File: src/rtl/shift_add_multiplier.sv
// Sequential shift-add multiplier: product = multiplicand * multiplier + addend.
// Optional SHIFT_ADD_MULT_EARLY_TERM_EN stops once the remaining multiplier bits are zero.
module shift_add_multiplier #(
  parameter int WIDTH = 4
) (
  input  logic               clk,
  input  logic               rst,
  input  logic               start,
  input  logic [WIDTH-1:0]   multiplicand,
  input  logic [WIDTH-1:0]   multiplier,
  input  logic [WIDTH:0]     addend,
  output logic [2*WIDTH:0]   product,
  output logic               busy,
  output logic               done
);

  localparam int PW = 2 * WIDTH + 1;
  localparam int CW = (WIDTH > 2) ? $clog2(WIDTH) : 1;

  localparam logic [1:0] IDLE = 2'd0;
  localparam logic [1:0] CALC = 2'd1;
  localparam logic [1:0] DONE = 2'd2;

  logic [1:0]       state_q, state_d;
  logic [PW-1:0]    a_q, a_d;
  logic [PW-1:0]    m_q, m_d;
  logic [WIDTH-1:0] q_q, q_d;
  logic [CW-1:0]    cnt_q, cnt_d;
  logic [PW-1:0]    prod_q, prod_d;
  logic [PW-1:0]    a_sum;
  logic             last;

  assign a_sum = a_q + (q_q[0] ? m_q : '0);

`ifdef SHIFT_ADD_MULT_EARLY_TERM_EN
  assign last = (cnt_q == CW'(WIDTH - 1))
             || (q_q[WIDTH-1:1] == '0);
`else
  assign last = (cnt_q == CW'(WIDTH - 1));
`endif

  always_comb begin
    state_d = state_q;
    a_d     = a_q;
    m_d     = m_q;
    q_d     = q_q;
    cnt_d   = cnt_q;
    prod_d  = prod_q;
    unique case (state_q)
      IDLE: begin
        if (start) begin
          a_d     = {{WIDTH{1'b0}}, addend};
          m_d     = {{(WIDTH+1){1'b0}}, multiplicand};
          q_d     = multiplier;
          cnt_d   = '0;
          state_d = CALC;
        end
      end
      CALC: begin
        a_d   = a_sum;
        m_d   = m_q << 1;
        q_d   = q_q >> 1;
        cnt_d = cnt_q + 1'b1;
        if (last) begin
          // load on DONE entry so product is valid while done is high
          prod_d  = a_sum;
          state_d = DONE;
        end
      end
      DONE: begin
        state_d = IDLE;
      end
      default: begin
        state_d = IDLE;
      end
    endcase
  end

  always_ff @(posedge clk or negedge rst) begin
    if (!rst) begin
      state_q <= IDLE;
      a_q     <= '0;
      m_q     <= '0;
      q_q     <= '0;
      cnt_q   <= '0;
      prod_q  <= '0;
    end else begin
      state_q <= state_d;
      a_q     <= a_d;
      m_q     <= m_d;
      q_q     <= q_d;
      cnt_q   <= cnt_d;
      prod_q  <= prod_d;
    end
  end

  assign product = prod_q;
  assign busy    = (state_q != IDLE);
  assign done    = (state_q == DONE);

endmodule

File: config.mk
export PLATFORM = sky130hd
export DESIGN_NAME = shift_add_multiplier
export DESIGN_NICKNAME = d
export VERILOG_FILES = /design/src/rtl/shift_add_multiplier.sv
export SDC_FILE = /design/constraint.sdc
export NUM_CORES = 1
export LEC_CHECK = 0
export CAP_MARGIN = 10
export CORE_UTILIZATION = 53
export CTS_CLUSTER_DIAMETER = 100
export CTS_CLUSTER_SIZE = 25
export DETAILED_ROUTE_END_ITERATION = 10
export PLACE_DENSITY = 0.78
export SYNTH_ARGS = -nofsm -noshare
export SYNTH_HDL_FRONTEND = slang
export SYNTH_SLANG_ARGS = --single-unit
File: constraint.sdc
create_clock -name clk -period 2.75 [get_ports clk]
set_input_delay 0.55 -clock clk [delete_from_list [all_inputs] [get_ports clk]]
set_output_delay 0.55 -clock clk [all_outputs]
set_load 0.05 [all_outputs]
==> results of run 1 <==
synthesized netlist by cell type, drive strengths merged:
master	n
a21oi	12
fa	1
nor2	6
nor3	2
a22o	6
ha	9
and2	12
nand4b	1
a32o	1
inv	5
dfrtp	35
a32oi	1
o21ai	20
mux2	2
mux2i	1
a221oi	1
nand2	26
xor3	1
a211oi	1
nor2b	4
xor2	2
o21a	1
a21o	3
a31oi	4
xnor2	5
buf	2
o22ai	10
o211ai	2
clkbuf	5
o22a	2
layout by cell type (no fill, tap or decap), types with 4 or more instances in the layout:
cell,instances
a21oi_1,12
a22o_1,6
a31oi_1,4
and2_1,12
buf_4,4
clkbuf_4,5
clkdlybuf4s50_1,26
dfrtp_1,35
ha_1,9
inv_1,5
nand2_1,26
nor2_1,6
nor2b_1,4
o21ai_0,16
o22ai_1,10
xnor2_1,5
cells by family (layout without fill, tap and decap cells):
| family | Yosys count | after routing | synth area share [%] |
|---|---|---|---|
| compound gates | 64 | 64 | 22.99 |
| simple gates | 51 | 51 | 13.03 |
| fa+ha+maj | 10 | 10 | 7.231 |
| mux | 3 | 3 | 1.773 |
| xor+xnor | 8 | 8 | 4.638 |
| flops | 35 | 35 | 47.75 |
| buf+inv | 12 | 43 | 2.592 |
stage by stage:
| step | hold WS, ns | cell area (um2) | cells | power [W] | utilization [%] |
|---|---|---|---|---|---|
| after global routing | 0.5238 | 2201 | 258 | 0.002723 | 69.25 |
| final | 0.4833 | 2201 | 258 | 0.002522 | 69.25 |
| after floorplan | 0.2544 | 1834 | 183 | 0.001873 | - |
| after detailed placement | 0.4699 | 2151 | 250 | 0.002273 | 67.68 |
| after global placement | 0.4607 | 2151 | 250 | 0.002223 | 67.68 |
| after CTS | 0.4928 | 2201 | 258 | 0.002530 | 69.25 |
worst paths after layout:
path / startpoint / to / slack (ns) / depth (start not counted)
setup reg to reg: q_q[0] / product[8] / 0.32 / 8
hold / removal: product[5] / product[5] / 0.48 / 2
max in group asynchronous: rst / m_q[7] / 1.84 / 2
min in group asynchronous: rst / product[3] / 0.61 / 2
hold reg to reg: product[5] / product[5] / 0.48 / 2
setup / recovery: state_q[1] / done / 0.20 / 3
power by group:
part / switching [W] / leakage (nW) / total [W] / internal [W]
Sequential: 0.000185 / 0.441 / 0.000917 / 0.000731
Combinational: 0.000790 / 0.496 / 0.00135 / 0.000555
Clock: 0.000160 / 0.0293 / 0.000260 / 0.0000995
Total: 0.00114 / 0.966 / 0.00252 / 0.00139
state kept, by name, summed over array words and instances, names as in the netlist:
name / count
a_q: 9
m_q: 9
q_q: 4
cnt_q: 2
product: 9
state_q: 2
worst max-delay path, stage by stage, from the launching register on:
cell and delay, ns:
dfrtp_1 0.50, inv_1 0.22, nor2_1 0.13, clkdlybuf4s50_1 0.81
area by class of cell:
class                   instances  area share, %
multi-input cells             136          41.39
flip-flops and latches         35          39.80
repair buffers                 30          13.19
well taps                      44          2.501
clock buffers                   7          2.047
inverters                       5         0.8528
clock inverters                 1         0.2274
metal layers:
layer / wire (um) / GRT usage [%] / share of wire, % / vias up
met5: 0 / 0 / 0 / -
met4: 65 / 10.06 / 1.8 / 0
met3: 159 / 5.117 / 4.5 / 7
met2: 1647 / 36.42 / 46 / 40
met1: 1701 / 29.16 / 48 / 683
li1: - / - / - / 723
==> results_dict.tcl, run 1 <==
set metrics [dict create \
    final_nets 239 \
    root_buffer "clkbuf_4" \
    fillers 253 \
    syn_area_per_cell_um2 10.02 \
    leakage_nw 0.9659 \
    drc_errors 0 \
    drtIter0Drc 46 \
    path_clk_slew_ns 0.10 \
    ctsHoldBuffers 0 \
    synth_nets 209 \
    ctsResizeCount 0 \
    cts_tree "yes" \
    synth_seq_area_share_pct 47.75 \
    synthTopCellsByArea "dfrtp_1, ha_1, nand2_1, o21ai_0, and2_1" \
    p_per_area_nw_per_um2 1146 \
    area_delta_synth_final_pct 19.99 \
    dieArea_um2 3700 \
    status "completed" \
    cp-end-kind "output port" \
    start_util_pct 57.72 \
    crit_path_start_kind "flop" \
    synth.distinct_cells 34 \
    required_ns 2.20 \
    cts_setup_buffers 0 \
    io_buffers 26 \
    clk_path_buf_depth 2 \
    diodes 0 \
    core_um2 3178 \
    io_pins 27 \
    layout-drive-gt1-share_pct 8.411 \
    multi_input_area_um2 910.9 \
    finalSetupViolCount 0 \
    post-place-ws_ns 0.3436 \
    finalHoldViolations 0 \
    setup_tns_ns 0 \
    slew_headroom_pct 63.45 \
    drtPass1Iterations 4 \
    dr_total_vias 1453 \
    hold_class "flop to flop" \
    arrival_ns 2.00 \
    htree_levels 2 \
    fin_crit_sh_pct 92.59 \
    crit_fanout 11 \
    rows 20 \
    antenna_found_initial 0 \
    synth_top_area_cell "dfrtp_1" \
    routedWlPerCell_um 13.85 \
    grtUsageTotal_pct 22.57 \
    yosys_register_bits 35 \
    clock.fmax_ghz 0.3927 \
    ant_nets 0 \
    yosysTopAreaCellShare_pct 47.75 \
    clkLatencyLatePin_ns 0.34 \
    grt.overflow.total 0 \
    slew_violations 0 \
    clock_sinks 35 \
    final-seq-area_um2 875.8 \
    detailed_place_hpwl_um 2679 \
    post-route-min-period_ns 2.546 \
    die_x_um 60.83 \
    vias_per_cell 5.632 \
    syn_inst 183 \
    crit_type "flop to output port" \
    grt_max_degree 36 \
    tightest_slew_ns 0.5470 \
    drv_cap 0 \
    syn-cell-area_um2 1834 \
    ir_drop_mv 0.5686 \
    grt_pass1_wl_um 5878 \
    postLayoutSetupSlackWorst_ns 0.2037 \
    wl_um 3573 \
    cts_buffers 5 \
    yosys_warnings 0 \
    skew_ns 0.009955 \
    fp.dieH_um 60.83 \
    rsz0062_at_grt "no" \
    first_global_vias 1312 \
    place_congestion 0.8200 \
]
(Power assumes the default switching activity.)
==> inputs of run 2 (changes only) <==
- MAX_ROUTING_LAYER: not set -> met4
==> run 2 against run 1 <==
Critical path depth unchanged; non-clock buffer count stayed put; routed wire length fell by 0.34%; cell count unchanged; worst setup slack lost 0.0023 ns; global-route usage increased by 0.74 points.
==> results_dict.tcl, run 2 (synthesized netlist as in run 1, its figures left out) <==
set metrics [dict create \
    holdPathStages 2 \
    cts_tree "yes" \
    grt.overflow.total 0 \
    skew_ns 0.01008 \
    clock_sinks 35 \
    cp_top_family "buffers and inverters" \
    cp_num_buf_inv 2 \
    arrival_ns 2.00 \
    drtIter0Drc 42 \
    drv_cap 0 \
    crit_type "flop to output port" \
    cp_slowest_stage_delay_ns 0.81 \
    io_pins 27 \
    grt_max_degree 36 \
    p_per_area_nw_per_um2 1145 \
    first_global_vias 1316 \
    r2r_start "q_q[0]" \
    routedWlPerCell_um 13.80 \
    critPathLaunch "state_q[1]" \
    postLayoutSetupSlackWorst_ns 0.2014 \
    final_common_cell "dfrtp_1" \
    io_buffers 26 \
    start_util_pct 57.72 \
    ir_drop_mv 0.5697 \
    crit_cells 3 \
    crit_path_start_kind "flop" \
    rsz0062_at_grt "no" \
    clock.fmax_ghz 0.3924 \
    leakage_nw 0.9659 \
    crit_fanout 11 \
    path_clk_slew_ns 0.10 \
    cts_buffers 5 \
    ant_nets 0 \
    area_delta_synth_final_pct 19.99 \
    place_congestion 0.8322 \
    clkLatencyLatePin_ns 0.34 \
    detailed_place_hpwl_um 2679 \
    report.power.total_w 0.002521 \
    final_cells 258 \
    hold_class "flop to flop" \
    wl_um 3561 \
    path_cells "inv_1, nor2_1, clkdlybuf4s50_1" \
    slew_violations 0 \
    worst_path_max_delay_cell "clkdlybuf4s50_1" \
    finalHoldViolations 0 \
    drtPass1Iterations 4 \
    dieArea_um2 3700 \
    grtUsageTotal_pct 23.31 \
    antenna_found_initial 0 \
    fin_crit_sh_pct 92.68 \
    layout-drive-gt1-share_pct 8.411 \
    grt_pass1_wl_um 5878 \
    root_buffer "clkbuf_4" \
    fillers 253 \
    status "completed" \
    htree_levels 2 \
    dr_total_vias 1445 \
    drc_errors 0 \
    final_nets 239 \
    required_ns 2.20 \
    vias_per_cell 5.601 \
    clk_path_buf_depth 2 \
    fp.dieH_um 60.83 \
    rows 20 \
    finalSetupViolCount 0 \
    core_um2 3178 \
    ctsResizeCount 0 \
    slew_headroom_pct 63.41 \
    die_x_um 60.83 \
    setup_tns_ns 0 \
    rrSetupSlack_ns 0.32 \
    post-route-min-period_ns 2.549 \
    timing.reg2reg.worst_path_depth 8 \
    final_cell_mix "dfrtp_1, nand2_1, clkdlybuf4s50_1, o21ai_0" \
    ctsHoldBuffers 0 \
    hp-start "product[5]" \
    cp-end-kind "output port" \
    cts_setup_buffers 0 \
    tightest_slew_ns 0.5476 \
    post-place-ws_ns 0.3436 \
    dp.cells 250 \
    diodes 0 \
]
-- run 2: cell counts in the layout (fill, tap and decap cells not counted) --
No cell type changed its count.
-- run 2: cell type report --
class	instances	area, um2	area share (%)
Tap cell	44	55.05	2.501
Clock buffer	7	45.04	2.047
Sequential cell	35	875.8	39.80
Multi-Input combinational cell	136	910.9	41.39
Timing Repair Buffer	30	290.3	13.19
Clock inverter	1	5.005	0.2274
Inverter	5	18.77	0.8528
-- run 2: worst min-delay path: stages, from the launching register on --
cell	delay, ns
dfrtp_1	0.35
nand2_1	0.04
o21ai_0	0.06
-- run 2: power by group --
part           internal, W  switching, W
Sequential        0.000731      0.000185
Combinational     0.000555      0.000789
Clock            0.0000995      0.000160
Total              0.00139       0.00113
-- run 2: final timing paths --
kind	endpoint
worst max-delay path	done
worst min register to register	product[5]
worst min-delay path	product[5]
max in group asynchronous	m_q[7]
min in group asynchronous	product[3]
worst max register to register	product[8]
-- run 2: routing by layer --
| layer | vias up | wire, um | track usage [%] |
|---|---|---|---|
| met5 | - | 0 | - |
| met4 | 0 | 64 | 10.06 |
| met3 | 7 | 162 | 5.117 |
| met2 | 41 | 1644 | 36.42 |
| met1 | 675 | 1689 | 29.16 |
| li1 | 722 | - | - |
-- run 2: metrics by stage --
step | area, um2 | util [%] | hold WS [ns]
2_1_floorplan | 1834 | - | 0.2544
3_3_place_gp | 2151 | 67.68 | 0.4607
3_5_place_dp | 2151 | 67.68 | 0.4699
4_1_cts | 2201 | 69.25 | 0.4928
5_1_grt | 2201 | 69.25 | 0.5238
6_report | 2201 | 69.25 | 0.4834
==> inputs of run 3 (changes only) <==
- CORE_MARGIN: not set -> 2
==> run 3 against run 2 <==
Clock skew shrank 0.0028 ns; first-iteration DRC count up 45%; via count is 3.3% higher; combinational power is essentially flat; critical endpoint unchanged.
==> results_dict.tcl, run 3 (synthesized netlist as in run 1, its figures left out) <==
set metrics [dict create \
    status "completed" \
    p_per_area_nw_per_um2 1157 \
    clock_sinks 35 \
    io_buffers 26 \
    dieArea_um2 3948 \
    cts_tree "yes" \
    clock.fmax_ghz 0.3928 \
    root_buffer "clkbuf_4" \
    final_nets 238 \
    place_congestion 0.8171 \
    fp.dieH_um 62.83 \
    leakage_nw 0.9633 \
    grt.overflow.total 0 \
    final_cell_mix "dfrtp_1, nand2_1, clkdlybuf4s50_1, o21ai_0" \
    htree_levels 2 \
    layout-drive-gt1-share_pct 7.583 \
    fin_crit_sh_pct 92.58 \
    path_clk_slew_ns 0.10 \
    post-route-min-period_ns 2.546 \
    final_common_cell "dfrtp_1" \
    cts_buffers 5 \
    cp-end-kind "output port" \
    place_area_um2 2146 \
    crit_type "flop to output port" \
    fillers 273 \
    setup_tns_ns 0 \
    skew_ns 0.007298 \
    crit_fanout 11 \
    cts_setup_buffers 0 \
    slew_violations 0 \
    grt_pass1_wl_um 6893 \
    tightest_slew_ns 0.5982 \
    finalSetupViolCount 0 \
    grtUsageTotal_pct 23.14 \
    final_area_um2 2190 \
    ir_drop_mv 0.6307 \
    crit_path_start_kind "flop" \
    start_util_pct 54.97 \
    clk_path_buf_depth 2 \
    core_um2 3337 \
    detailed_place_hpwl_um 2884 \
    antenna_found_initial 0 \
    io_pins 27 \
    vias_per_cell 5.809 \
    diodes 0 \
    drtPass1Iterations 4 \
    arrival_ns 2.00 \
    rsz0062_at_grt "no" \
    drv_cap 0 \
    clkLatencyLatePin_ns 0.35 \
    grt_max_degree 36 \
    routedWlPerCell_um 15.26 \
    first_global_vias 1492 \
    drtIter0Drc 61 \
    rows 21 \
    wl_um 3921 \
    area_delta_synth_final_pct 19.37 \
    dr_total_vias 1493 \
    slew_headroom_pct 60.02 \
    drc_errors 0 \
    die_x_um 62.83 \
    required_ns 2.20 \
    hold_class "flop to flop" \
    finalHoldViolations 0 \
    ant_nets 0 \
]
==> run 3: changes by cell type in the layout (fill, tap and decap cells not counted), sizes merged <==
cell and change:
buf -1, clkbuf -1, clkdlybuf4s50 -1, clkinv -1, dlymetal6s2s +1
==> run 3: metal layers <==
layer  track usage [%]  routed length, um  vias up
li1                  -                  -      713
met1             27.52               1707      714
met2             36.42               1878       52
met3             7.027                254       14
met4             10.28                 81        0
met5                 -                  0        -
==> run 3: worst max-delay path, cell delays in order (launching register included) <==
cell and delay (ns):
dfrtp_1 0.48, inv_1 0.22, nor2_1 0.15, clkdlybuf4s50_1 0.81
==> run 3: cell type report <==
type | instances | area [um2] | area share, %
Tap cell | 46 | 57.56 | 2.629
Clock buffer | 6 | 41.29 | 1.886
Multi-Input combinational cell | 136 | 910.9 | 41.60
Inverter | 5 | 18.77 | 0.8571
Timing Repair Buffer | 29 | 285.3 | 13.03
Sequential cell | 35 | 875.8 | 40.00
==> run 3: worst paths after layout <==
check                           start          to  slack (ns)  depth (start not counted)
setup / recovery           state_q[1]        done        0.20                          3
hold / removal             product[4]  product[4]        0.49                          2
setup reg to reg               q_q[0]  product[8]        0.33                          8
hold reg to reg            product[4]  product[4]        0.49                          2
max in group asynchronous         rst      m_q[4]        1.83                          2
min in group asynchronous         rst  product[4]        0.61                          2
==> run 3: per-stage QoR <==
stage	cells	total power [W]	hold slack, ns	setup WS (ns)	utilization (%)
2_1_floorplan	183	0.001873	0.2544	0.5037	-
3_3_place_gp	251	0.002227	0.4651	0.4171	64.30
3_5_place_dp	251	0.002280	0.4698	0.3430	64.30
4_1_cts	257	0.002540	0.4917	0.06717	65.54
5_1_grt	257	0.002723	0.5132	0.03813	65.62
6_report	257	0.002533	0.4882	0.2042	65.62
==> run 3: power breakdown <==
group | switching (W) | total, W | internal, W
clock | 0.000166 | 0.000257 | 0.0000909
sequential | 0.000184 | 0.000915 | 0.000731
combinational | 0.000815 | 0.00136 | 0.000546
total | 0.00117 | 0.00253 | 0.00137
==> run 3: repair_timing <==
action                     4_1_cts  5_1_grt
gates resized for setup          0        1
setup endpoints to repair        0        1
hold buffers                     0        0
